## src/rtl/uart_rx_deserializer.sv

```systemverilog
// 8N1 UART receive front end: synchronises the RX line, samples each bit at its centre
// and presents good bytes as rxData with a one-cycle rxReady strobe.
module uart_rx_deserializer #(
  parameter int CLKS_PER_BIT = 434,
  parameter int SYNC_STAGES  = 2
) (
  input  logic       clk,
  input  logic       reset,
  input  logic       rx_serial,
  input  logic       rx_consumed,
  input  logic       clr_overrun,
  output logic       rxReady,
  output logic [7:0] rxData,
  output logic       frame_error,
  output logic       overrun,
  output logic       rx_busy
);

  localparam int TICK_W = $clog2(CLKS_PER_BIT);
  localparam logic [TICK_W-1:0] HALF_LAST = TICK_W'(CLKS_PER_BIT / 2 - 1);
  localparam logic [TICK_W-1:0] FULL_LAST = TICK_W'(CLKS_PER_BIT - 1);

  typedef enum logic [2:0] {IDLE, START, DATA, STOP, BRK} state_t;

  state_t              state, state_n;
  logic [TICK_W-1:0]   tick, tick_n;
  logic [2:0]          bit_idx, bit_n;
  logic [SYNC_STAGES-1:0] sync_p0;
  logic [7:0]          shreg;
  logic                rx_s;
  logic                shift_en;
  logic                ready_n;
  logic                ferr_n;
  logic                pending;

  // Stage p0: synchroniser chain, idles high so reset never looks like a start bit
  always_ff @(posedge clk or posedge reset) begin
    if (reset) sync_p0 <= '1;
    else       sync_p0 <= {sync_p0[SYNC_STAGES-2:0], rx_serial};
  end

  assign rx_s    = sync_p0[SYNC_STAGES-1];
  assign rx_busy = (state != IDLE);

  always_comb begin
    state_n  = state;
    tick_n   = tick + 1'b1;
    bit_n    = bit_idx;
    shift_en = 1'b0;
    ready_n  = 1'b0;
    ferr_n   = 1'b0;
    case (state)
      IDLE: begin
        tick_n = '0;
        if (!rx_s) state_n = START;
      end
      START: begin
        if (tick == HALF_LAST) begin
          tick_n = '0;
          if (rx_s) begin
            state_n = IDLE;
          end else begin
            state_n = DATA;
            bit_n   = 3'd0;
          end
        end
      end
      DATA: begin
        if (tick == FULL_LAST) begin
          tick_n   = '0;
          shift_en = 1'b1;
          if (bit_idx == 3'd7) state_n = STOP;
          else                 bit_n   = bit_idx + 3'd1;
        end
      end
      STOP: begin
        if (tick == FULL_LAST) begin
          tick_n  = '0;
          ready_n = rx_s;
          ferr_n  = !rx_s;
          state_n = rx_s ? IDLE : BRK;
        end
      end
      BRK: begin
        // Hold off start detection until the line break ends
        tick_n = '0;
        if (rx_s) state_n = IDLE;
      end
      default: begin
        tick_n  = '0;
        state_n = IDLE;
      end
    endcase
  end

  always_ff @(posedge clk or posedge reset) begin
    if (reset) begin
      state       <= IDLE;
      tick        <= '0;
      bit_idx     <= 3'd0;
      rxReady     <= 1'b0;
      frame_error <= 1'b0;
      rxData      <= 8'h00;
    end else begin
      state       <= state_n;
      tick        <= tick_n;
      bit_idx     <= bit_n;
      rxReady     <= ready_n;
      frame_error <= ferr_n;
      if (ready_n) rxData <= shreg;
    end
  end

  // Stage p1: LSB-first shift register, data only
  always_ff @(posedge clk) begin
    if (shift_en) shreg <= {rx_s, shreg[7:1]};
  end

  // A consume landing with a fresh strobe retires the older byte; the new one stays pending
  always_ff @(posedge clk or posedge reset) begin
    if (reset) begin
      pending <= 1'b0;
      overrun <= 1'b0;
    end else begin
      if (rxReady)          pending <= 1'b1;
      else if (rx_consumed) pending <= 1'b0;
      if (rxReady && pending && !rx_consumed) overrun <= 1'b1;
      else if (clr_overrun)                   overrun <= 1'b0;
    end
  end

endmodule

```

## config.mk

```make
export PLATFORM = sky130hd
export DESIGN_NAME = uart_rx_deserializer
export DESIGN_NICKNAME = d
export VERILOG_FILES = /design/src/rtl/uart_rx_deserializer.sv
export SDC_FILE = /design/constraint.sdc
export NUM_CORES = 1
export LEC_CHECK = 0
export ABC_AREA = 0
export CORE_ASPECT_RATIO = 1.2
export CORE_MARGIN = 4
export CORE_UTILIZATION = 59
export DETAILED_ROUTE_END_ITERATION = 8
export GPL_ROUTABILITY_DRIVEN = 0
export PLACE_DENSITY = 0.92
export SYNTH_ARGS = -nofsm -noshare
export SYNTH_HDL_FRONTEND = slang
export SYNTH_SLANG_ARGS = --single-unit
export TNS_END_PERCENT = 50
```

## constraint.sdc

```tcl
create_clock -name clk -period 3 [get_ports clk]
set_clock_uncertainty 0.15 [all_clocks]
set_input_delay 0.9 -clock clk [delete_from_list [all_inputs] [get_ports clk]]
set_output_delay 0.9 -clock clk [all_outputs]
set_load 0.005 [all_outputs]
```

## Word-level counts from Yosys, hierarchy flattened

Index checks and enable logic that the tools add are counted.

- Word-level logic and storage cells: 66
- Input port bits: 5
- Output and inout port bits: 12
- Flip-flop bits (word level): 37

- Muxes and demuxes: 27
- Add/subtract/negate cells: 2
- Eq/ne operators: 15
- Reductions and logical operators: 12

Operators with widths:

| cell | number |
|---|---|
| 3-bit 2-to-1 mux | 11 |
| 9-bit 2-to-1 mux | 2 |
| 9-bit one-hot mux with 2 select lines | 1 |
| 2-bit != test, second input constant | 8 |
| 3-bit one-hot mux with 5 select lines | 1 |
| 1-bit 2-to-1 mux | 10 |
| 9-bit by 1-bit adder with 9-bit output, second input constant | 1 |
| 9-bit by 8-bit == test with 1-bit output, second input constant | 1 |
| 9-bit == test, second input constant | 1 |
| 3-bit by 2-bit == test with 1-bit output, second input constant | 2 |
| 3-bit == test, second input constant | 2 |
| 3-bit one-hot mux with 2 select lines | 1 |
| 6-bit AND reduction | 1 |
| 2-bit nonzero test | 3 |
| 5-bit AND reduction | 1 |
| 3-bit by 1-bit adder with 3-bit output, second input constant | 1 |
| 3-bit by 1-bit == test with 1-bit output, second input constant | 1 |
| 3-bit logical NOT | 1 |
| 3-bit nonzero test | 1 |
| 1-bit logical AND | 2 |
| 1-bit logical NOT | 2 |
| 2-bit 2-to-1 mux | 1 |
| 2-bit OR reduction | 1 |

## Depth between registers and ports, before layout

Gate-level depths: netlist of the first run.

- Depth in word-level cells: 4
- Gate-level depth with buffers: 6
- Depth with buffers taken out: 6

## Worst setup path after synthesis of the first run

Ideal clock, no wire load.

- Path type: flip-flop to output port
- From: register state[2]
- To: output rx_busy
- Required time: 1.950 ns
- Arrival time: 0.874 ns
- Path slack: 1.076 ns
- Stages on the path, launching flop included: 3
- Buffers on the path: 1
- Cell sequence: dfrtp_1 > clkbuf_1 > or3_1

- Word-level cells in the longest chain between the ends: 1

Ends and longest elaborated chain:

| item | line | source |
|---|---|---|
| from (decl) | 25 | `state_t state, state_n;` |
| from (signal assigned) | 105 | `state <= state_n;` |
| 3-bit nonzero test | 43 | `assign rx_busy = (state != IDLE);` |
| to (decl) | 16 | `output logic rx_busy` |

Every way passes these cells.

## Worst setup path in the final report of the first run

Same ends and word-level chain as after synthesis.

==> metrics.md, run 1 <==
| Metric | Value |
|---|---|
| Result of the run | completed |
| H-tree depth reported by CTS | 2 |
| Number of setup violations in the final report | 0 |
| Total wirelength of the detailed-routed design | 2730 µm |
| Max Clock Freq | 367 MHz |
| Type of the worst setup path | register to primary output |
| Post-Route Utilization | 71.8% |
| Synth-to-layout area growth | 15.1% |
| Ratio of final minimum period to clock period | 90.8% |
| Clock transition at the register clock pins on the worst setup and hold paths after CTS | 100 ps |
| Worst Hold Path Cells | 0 |
| Power Dens Cells | 423 nW/µm² |
| Worst Hold End | sync_p0[1] |
| Height of the die | 64.9 µm |
| HPWL Detailed | 2020 µm |
| Syn. warnings | 0 |
| Class of the tightest hold or removal check | register to register |
| Number of nets produced by synthesis | 134 |
| Number of placement rows | 20 |
| All-Layer GR Usage | 18.0% |
| Number of ports placed on the die boundary | 17 |
| Portion of the post-synthesis area used by sequential elements | 60.8% |
| Largest vdd supply drop | 0.000263 V |
| Critical Path Fanout Max | 9 |
| Final critical path time including I/O delays and setup | 2720 ps |
| Top-area cell type share of the netlist area | 42.4% |
| Proportion of synthesized flip-flops having asynchronous set or reset | 78.4% |
| Cells after synthesis | 124 |
| Commonest cells in the netlist | sky130_fd_sc_hd__dfrtp_1 (27), sky130_fd_sc_hd__nor2_1 (15), sky130_fd_sc_hd__edfxtp_1 (8), sky130_fd_sc_hd__inv_1 (8), sky130_fd_sc_hd__mux2_2 (8) |
| RSZ-0062 raised after global routing | no |
| Routed wire length per instance | 15.2 µm |
| Vias per cell | 5.72 |
| Count of cells resized by post-cts repair | 0 |
| Relative max-transition margin | 56.8% |
| Antenna Cells | 0 |
| Average size of a mapped cell | 12.8 µm² |
| Reported max-cap violation count | 0 |
| Main flop type after synthesis | sky130_fd_sc_hd__dfrtp_1 |
| Pre-antenna DRT Iters | 4 |
| Clock buffer count from CTS | 5 |
| Distinct cell type count of the synthesized netlist | 38 |
| Die boundary width | 55.4 µm |
| CTS Root Cell | sky130_fd_sc_hd__clkbuf_4 |
| Worst hold start | sync_p0[0] |
| Initial standard-cell utilization of the core | 62.4% |
| Initial antenna violation count | 0 |
| Worst hold slack after final layout | 217 ps |
| Path depth of the worst reg2reg path | 3 |
| Clock tree from TritonCTS | yes |
| Latest clock arrival within the worst-skew pair | 340 ps |
| Wire length of the first global-routing pass | 4890 µm |
| Flop and latch count out of synthesis | 37 |
| Number of synthesized flops with an enable pin | 8 |
| Worst R2R Setup Slack | 950 ps |
| Post-detailed-route count of antenna-violating nets | 0 |
| Die Footprint | 3600 µm² |
| Global-route congestion overflow total | 0 |
| Signal arrival time at the worst endpoint | 1670 ps |
| Fraction of layout instances using a drive strength above 1 | 19.9% |
| Maximum number of pins on one net before global-route repair | 30 |
| Leakage component of the power | 0.804 nW |
| Number of nets in the layout | 155 |
| R2R Path End | shreg[4] |
| Overall via count from detail_route | 1024 |
| Number of clock sinks | 37 |
| Syn Std Cell Area | 1590 µm² |
| Most numerous cell in the Yosys netlist | sky130_fd_sc_hd__dfrtp_1 |
| Setup TNS | 0 ps |
| Buffers added on ports | 16 |
| Slew of the pin with the lowest slew margin | 646 ps |
| Number of buffers inserted to repair setup after CTS | 0 |
| Yosys top cell by area | sky130_fd_sc_hd__dfrtp_1 |
| Final count of hold timing violations | 0 |
| # DRC | 0 |
| Number of buffers on the longest clock path | 2 |
| Setup crit end kind | primary output |
| CTS Hold Bufs | 0 |
| Placeable core area | 2550 µm² |
| Via count of the first global-routing pass | 1044 |
| Crit path launch type | register |
| Number of DRC markers after the initial detailed-route iteration | 17 |
| Largest cells by area after synthesis | sky130_fd_sc_hd__dfrtp_1 (42%), sky130_fd_sc_hd__edfxtp_1 (15%), sky130_fd_sc_hd__mux2_2 (5.7%), sky130_fd_sc_hd__ha_1 (3.9%), sky130_fd_sc_hd__nor2_1 (3.5%) |
| Critical path data required time | 1950 ps |
| Launching point of the worst reg2reg path | state[1] |
| Final-report max-slew violation count | 0 |
-- critical path, cell delays in order (launching register included) --
cell                              delay (ps)
sky130_fd_sc_hd__dfrtp_1                 480
sky130_fd_sc_hd__or3_1                   410
sky130_fd_sc_hd__clkdlybuf4s50_1         450
-- report_power, final --
part	switching [mW]	total, mW	internal (mW)
Clock	0.155	0.245	0.0892
Combinational	0.00899	0.0157	0.00674
Sequential	0.00166	0.516	0.514
Total	0.166	0.776	0.610
-- cells in the final DEF (no fill, tap or decap), types with 2 or more instances in the layout --
master | synthesis | routed
sky130_fd_sc_hd__mux2_2 | 8 | 8
sky130_fd_sc_hd__or3_1 | 2 | 2
sky130_fd_sc_hd__o21ai_0 | 2 | 2
sky130_fd_sc_hd__dfstp_2 | 2 | 2
sky130_fd_sc_hd__xnor2_1 | 3 | 3
sky130_fd_sc_hd__xor2_1 | 4 | 4
sky130_fd_sc_hd__nand3_1 | 6 | 6
sky130_fd_sc_hd__inv_1 | 8 | 8
sky130_fd_sc_hd__clkbuf_4 | 0 | 5
sky130_fd_sc_hd__clkdlybuf4s50_1 | 0 | 16
sky130_fd_sc_hd__nor3_1 | 2 | 2
sky130_fd_sc_hd__a22o_2 | 2 | 2
sky130_fd_sc_hd__ha_1 | 5 | 5
sky130_fd_sc_hd__nor2_1 | 15 | 15
sky130_fd_sc_hd__a21oi_1 | 5 | 5
sky130_fd_sc_hd__edfxtp_1 | 8 | 8
sky130_fd_sc_hd__dfrtp_1 | 27 | 27
sky130_fd_sc_hd__nand2_1 | 3 | 3
sky130_fd_sc_hd__clkinv_2 | 0 | 2
-- state kept, by name, indices dropped and copies added (netlist names) --
| name | count |
|---|---|
| shreg | 8 |
| frame_error | 1 |
| rxData | 8 |
| sync_p0 | 2 |
| rxReady | 1 |
| bit_idx | 3 |
| tick | 9 |
| overrun | 1 |
| state | 3 |
| pending | 1 |
-- worst max path at each step --
stage             start      end
2_1_floorplan  state[2]  rx_busy
3_3_place_gp   state[2]  rx_busy
3_5_place_dp   state[2]  rx_busy
4_1_cts        state[2]  rx_busy
5_1_grt        state[2]  rx_busy
6_report       state[2]  rx_busy
-- layout make-up --
cell class / instances / area (µm²)
fill: 180 / 719
sequential: 37 / 968
clock inverter: 2 / 10.0
clock buffer: 6 / 41.3
inverter: 8 / 30.0
tap: 33 / 41.3
timing repair buffer: 17 / 168
multi-input combinational: 76 / 574
-- metrics by stage --
stage | cell area [µm²] | setup WS (ps) | instances | total power [mW]
after floorplan | 1590 | 1080 | 124 | 0.533
after global placement | 1780 | 686 | 171 | 0.542
after detailed placement | 1780 | 644 | 171 | 0.542
after CTS | 1830 | 262 | 179 | 0.787
after global routing | 1830 | 223 | 179 | 0.813
final | 1830 | 275 | 179 | 0.776
-- per-layer routing --
layer	track usage, %	vias up	share of wire [%]
li1	-	478	-
met1	19.8	506	40
met2	31.1	33	53
met3	5.98	7	4.7
met4	8.81	0	2.1
met5	0	-	0
-- logic make-up (layout without fill, tap and decap cells) --
logic type,Yosys count,count (layout),share of synthesized area (%)
simple gates,39,39,14.1
flops,37,37,60.8
compound gates,16,16,7.54
buf+inv,11,33,3.14
mux,9,9,6.60
xor+xnor,7,7,3.85
fa+ha+maj,5,5,3.93
No activity file was read; power rests on OpenSTA's default activity.
==> run 2, diff against run 1 <==
- REMOVE_ABC_BUFFERS: unset -> 1
==> run 2 against run 1 <==
Net effect:
- hold slack got worse by 6.6 ps
- global-route usage rose by 1.4 points
- non-clock buffer count did not move
- sequential share of layout area fell by 0.68 points
- critical path type unchanged
==> metrics.md, run 2 (synthesized netlist as in run 1, its figures left out) <==
| Metric | Value |
|---|---|
| Final instance area | 1860 µm² |
| Critical Path Fanout Max | 9 |
| Total wirelength of the detailed-routed design | 2910 µm |
| Class of the tightest hold or removal check | register to register |
| Leakage component of the power | 0.812 nW |
| Critical path data required time | 1950 ps |
| Die Footprint | 3600 µm² |
| CTS Hold Bufs | 0 |
| Clock buffer count from CTS | 5 |
| CTS Root Cell | sky130_fd_sc_hd__clkbuf_4 |
| Die boundary width | 55.4 µm |
| HPWL Detailed | 2180 µm |
| # DRC | 0 |
| Slew of the pin with the lowest slew margin | 685 ps |
| Post-Place Cell Area | 1780 µm² |
| Setup crit end kind | primary output |
| Wire length of the first global-routing pass | 5200 µm |
| Number of placement rows | 20 |
| Reported max-cap violation count | 0 |
| Number of setup violations in the final report | 0 |
| Final critical path time including I/O delays and setup | 2730 ps |
| Largest vdd supply drop | 0.000428 V |
| Global-route congestion overflow total | 0 |
| Count of cells resized by post-cts repair | 0 |
| Signal arrival time at the worst endpoint | 1680 ps |
| Synth-to-layout area growth | 16.6% |
| Registers with the highest flip-flop counts | tick (9), rxData (8), shreg (8) |
| Initial antenna violation count | 0 |
| Maximum number of pins on one net before global-route repair | 30 |
| Routed wire length per instance | 16.3 µm |
| Clock transition at the register clock pins on the worst setup and hold paths after CTS | 100 ps |
| Number of buffers inserted to repair setup after CTS | 0 |
| Result of the run | completed |
| Type of the worst setup path | register to primary output |
| Latest clock arrival within the worst-skew pair | 340 ps |
| Largest register by flop count | tick |
| RSZ-0062 raised after global routing | no |
| Clock tree from TritonCTS | yes |
| Antenna Cells | 0 |
| Overall via count from detail_route | 1033 |
| Placeable core area | 2550 µm² |
| Number of buffers on the longest clock path | 2 |
| Number of DRC markers after the initial detailed-route iteration | 29 |
| H-tree depth reported by CTS | 2 |
| Pre-antenna DRT Iters | 4 |
| Final-report max-slew violation count | 0 |
| Filler Cells Inserted | 176 |
| Vias per cell | 5.77 |
| Setup TNS | 0 ps |
| All-Layer GR Usage | 19.3% |
| Post-detailed-route count of antenna-violating nets | 0 |
| Max Clock Freq | 366 MHz |
| Fraction of layout instances using a drive strength above 1 | 19.2% |
| Via count of the first global-routing pass | 1100 |
| Buffers added on ports | 16 |
| Crit path launch type | register |
| Most used cells in the layout excluding fill and tap cells | sky130_fd_sc_hd__dfrtp_1 (27), sky130_fd_sc_hd__clkdlybuf4s50_1 (16), sky130_fd_sc_hd__nor2_1 (15) |
| Height of the die | 64.9 µm |
| Ratio of final minimum period to clock period | 91.0% |
| Final count of hold timing violations | 0 |
| Relative max-transition margin | 54.2% |
| Number of ports placed on the die boundary | 17 |
| Number of clock sinks | 37 |
| Number of nets in the layout | 155 |
| Initial standard-cell utilization of the core | 62.4% |
| Power Dens Cells | 463 nW/µm² |
| Most common library cell in the layout ignoring fill and taps | sky130_fd_sc_hd__dfrtp_1 |
| Max reg flops | 9 |
==> run 2: cell types whose count changed in the layout (fill, tap and decap cells not counted), sizes merged <==
cell,before,now
bufinv,0,1
clkinv,2,1
==> run 2: cell type report <==
class,instances,area [µm²],area share [%]
clock buffer,6,41.3,2.22
clock inverter,2,33.8,1.82
inverter,8,30.0,1.62
multi-input combinational,76,574,30.9
sequential,37,968,52.2
tap,33,41.3,2.22
timing repair buffer,17,168,9.03
==> run 2: worst paths after layout <==
check	startpoint	to	slack, ps	depth (start not counted)
worst max-delay path	state[2]	rx_busy	270	2
worst min-delay path	sync_p0[0]	sync_p0[1]	210	0
worst max register to register	bit_idx[0]	bit_idx[0]	860	6
worst min register to register	sync_p0[0]	sync_p0[1]	210	0
max in group asynchronous	reset	sync_p0[1]	1620	3
min in group asynchronous	reset	state[2]	770	3
==> run 2: per-layer routing <==
layer  up-vias  track usage, %  wire (µm)
met3        12            5.38        137
met2        41            35.7       1570
met1       502            19.9       1120
li1        478               -          -
met4         0            9.42         87
met5         -               0          0
==> run 2: worst max-delay path, cell delays in order, from the launching register on <==
cell                              delay, ps
sky130_fd_sc_hd__dfrtp_1                490
sky130_fd_sc_hd__or3_1                  400
sky130_fd_sc_hd__clkdlybuf4s50_1        460
==> run 2: power breakdown <==
part | switching [mW] | leakage, nW | internal [mW]
Combinational | 0.00967 | 0.317 | 0.00676
Clock | 0.154 | 0.0399 | 0.173
Sequential | 0.00159 | 0.455 | 0.514
==> run 2: through the flow <==
stage               total power, mW  instances  hold WS [ps]  setup WS (ps)  utilization, %
finish                        0.860        179           211            270            72.7
global route                  0.904        179           215            220            72.7
CTS                           0.871        179           212            274            72.7
detailed placement            0.543        171           197            656            69.8
global placement              0.542        171           198            689            69.8
floorplan                     0.533        121           195           1150               -
==> run 3, diff against run 2 <==
==> constraint.sdc (replaced) <==
create_clock -name clk -period 3 [get_ports clk]
set_clock_uncertainty 0.15 [all_clocks]
set_input_delay 0.9 -clock clk [delete_from_list [all_inputs] [get_ports clk]]
set_output_delay 0.9 -clock clk [all_outputs]
set_load 0.02 [all_outputs]
==> run 3 against run 2 <==
Net effect:
- die area is the same
- maximum frequency shrank 2.9%
- via count shrank 0.97%
- clock-buffer cell count grew 2
- critical path depth is the same
- highest routed layer unchanged
- clock power shrank 19%
==> metrics.md, run 3 (synthesized netlist as in run 1, its figures left out) <==
| Metric | Value |
|---|---|
| Result of the run | completed |
| Initial standard-cell utilization of the core | 62.4% |
| Number of ports placed on the die boundary | 17 |
| Number of nets in the layout | 155 |
| Die boundary width | 55.4 µm |
| Slew of the pin with the lowest slew margin | 705 ps |
| Largest register by flop count | tick |
| CTS Root Cell | sky130_fd_sc_hd__clkbuf_4 |
| Via count of the first global-routing pass | 1062 |
| Final count of hold timing violations | 0 |
| Maximum number of pins on one net before global-route repair | 30 |
| Synth-to-layout area growth | 15.6% |
| Overall via count from detail_route | 1023 |
| Wire length of the first global-routing pass | 5130 µm |
| Initial antenna violation count | 0 |
| Ratio of final minimum period to clock period | 93.7% |
| Power Dens Cells | 433 nW/µm² |
| Die Footprint | 3600 µm² |
| Routed wire length per instance | 15.7 µm |
| Clock tree from TritonCTS | yes |
| Most used cells in the layout excluding fill and tap cells | sky130_fd_sc_hd__dfrtp_1 (27), sky130_fd_sc_hd__clkdlybuf4s50_1 (16), sky130_fd_sc_hd__nor2_1 (15) |
| Post-detailed-route count of antenna-violating nets | 0 |
| Critical path data required time | 1950 ps |
| Worst setup startpoint | state[2] |
| Total wirelength of the detailed-routed design | 2810 µm |
| Post-Route Utilization | 72.1% |
| Class of the tightest hold or removal check | register to register |
| Fraction of layout instances using a drive strength above 1 | 19.2% |
| Max Clock Freq | 356 MHz |
| Height of the die | 64.9 µm |
| Pre-antenna DRT Iters | 4 |
| Number of DRC markers after the initial detailed-route iteration | 43 |
| Max reg flops | 9 |
| Type of the worst setup path | register to primary output |
| RSZ-0062 raised after global routing | no |
| Filler Cells Inserted | 173 |
| Placeable core area | 2550 µm² |
| HPWL Detailed | 1990 µm |
| Most common library cell in the layout ignoring fill and taps | sky130_fd_sc_hd__dfrtp_1 |
| Setup TNS | 0 ps |
| Number of clock sinks | 37 |
| Reported max-cap violation count | 0 |
| Final-report max-slew violation count | 0 |
| Number of buffers on the longest clock path | 2 |
| Number of buffers inserted to repair setup after CTS | 0 |
| Signal arrival time at the worst endpoint | 1760 ps |
| Largest vdd supply drop | 0.000427 V |
| Final critical path time including I/O delays and setup | 2810 ps |
| Leakage component of the power | 0.805 nW |
| Antenna Cells | 0 |
| Setup crit end kind | primary output |
| Crit path launch type | register |
| All-Layer GR Usage | 18.8% |
| Launching point of the worst reg2reg path | tick[1] |
| Latest clock arrival within the worst-skew pair | 340 ps |
| Global-route congestion overflow total | 0 |
| Clock buffer count from CTS | 5 |
| Number of placement rows | 20 |
| H-tree depth reported by CTS | 2 |
| # DRC | 0 |
| Design Power | 0.798 mW |
| Count of cells resized by post-cts repair | 0 |
| Vias per cell | 5.72 |
| Critical Path Fanout Max | 9 |
| Worst hold start | sync_p0[0] |
| Registers with the highest flip-flop counts | tick (9), rxData (8), shreg (8) |
| Number of setup violations in the final report | 0 |
| Clock transition at the register clock pins on the worst setup and hold paths after CTS | 110 ps |
| Buffers added on ports | 16 |
| CTS Hold Bufs | 0 |
| Relative max-transition margin | 52.8% |
run 3: final cells by class:
type                       count  area, µm²  area share (%)
inverter                       8       30.0            1.63
clock buffer                   8       58.8            3.20
multi-input combinational     76        574            31.2
sequential                    37        968            52.6
timing repair buffer          17        168            9.11
tap                           33       41.3            2.24
run 3: path summary, 6_finish.rpt:
kind / to / slack (ps) / depth (start not counted)
setup / recovery: rx_busy / 190 / 2
hold / removal: sync_p0[1] / 220 / 0
setup reg to reg: shreg[6] / 890 / 5
hold reg to reg: sync_p0[1] / 220 / 0
max in group asynchronous: sync_p0[1] / 1630 / 3
min in group asynchronous: rxData[5] / 760 / 3
run 3: through the flow:
step / hold slack [ps] / cells / cell area (µm²) / setup WS, ps
final: 216 / 179 / 1840 / 188
after global routing: 224 / 179 / 1840 / 123
after CTS: 217 / 179 / 1840 / 189
after detailed placement: 203 / 171 / 1780 / 571
after global placement: 198 / 171 / 1780 / 599
after floorplan: 195 / 121 / 1570 / 1060
run 3: worst max-delay path, stage by stage, from the launching register on:
cell	delay, ps
sky130_fd_sc_hd__dfrtp_1	490
sky130_fd_sc_hd__or3_1	400
sky130_fd_sc_hd__clkdlybuf4s50_1	540
run 3: where the power goes:
part / switching (mW) / internal, mW
logic: 0.00971 / 0.00678
registers: 0.00168 / 0.514
clock network: 0.150 / 0.116
total: 0.161 / 0.637
run 3: per-layer routing:
layer	global-route usage, %	wire length [µm]	vias to the layer above
met5	0	0	-
met4	7.90	63	0
met3	6.57	157	7
met2	34.3	1490	43
met1	19.5	1090	495
li1	-	-	478
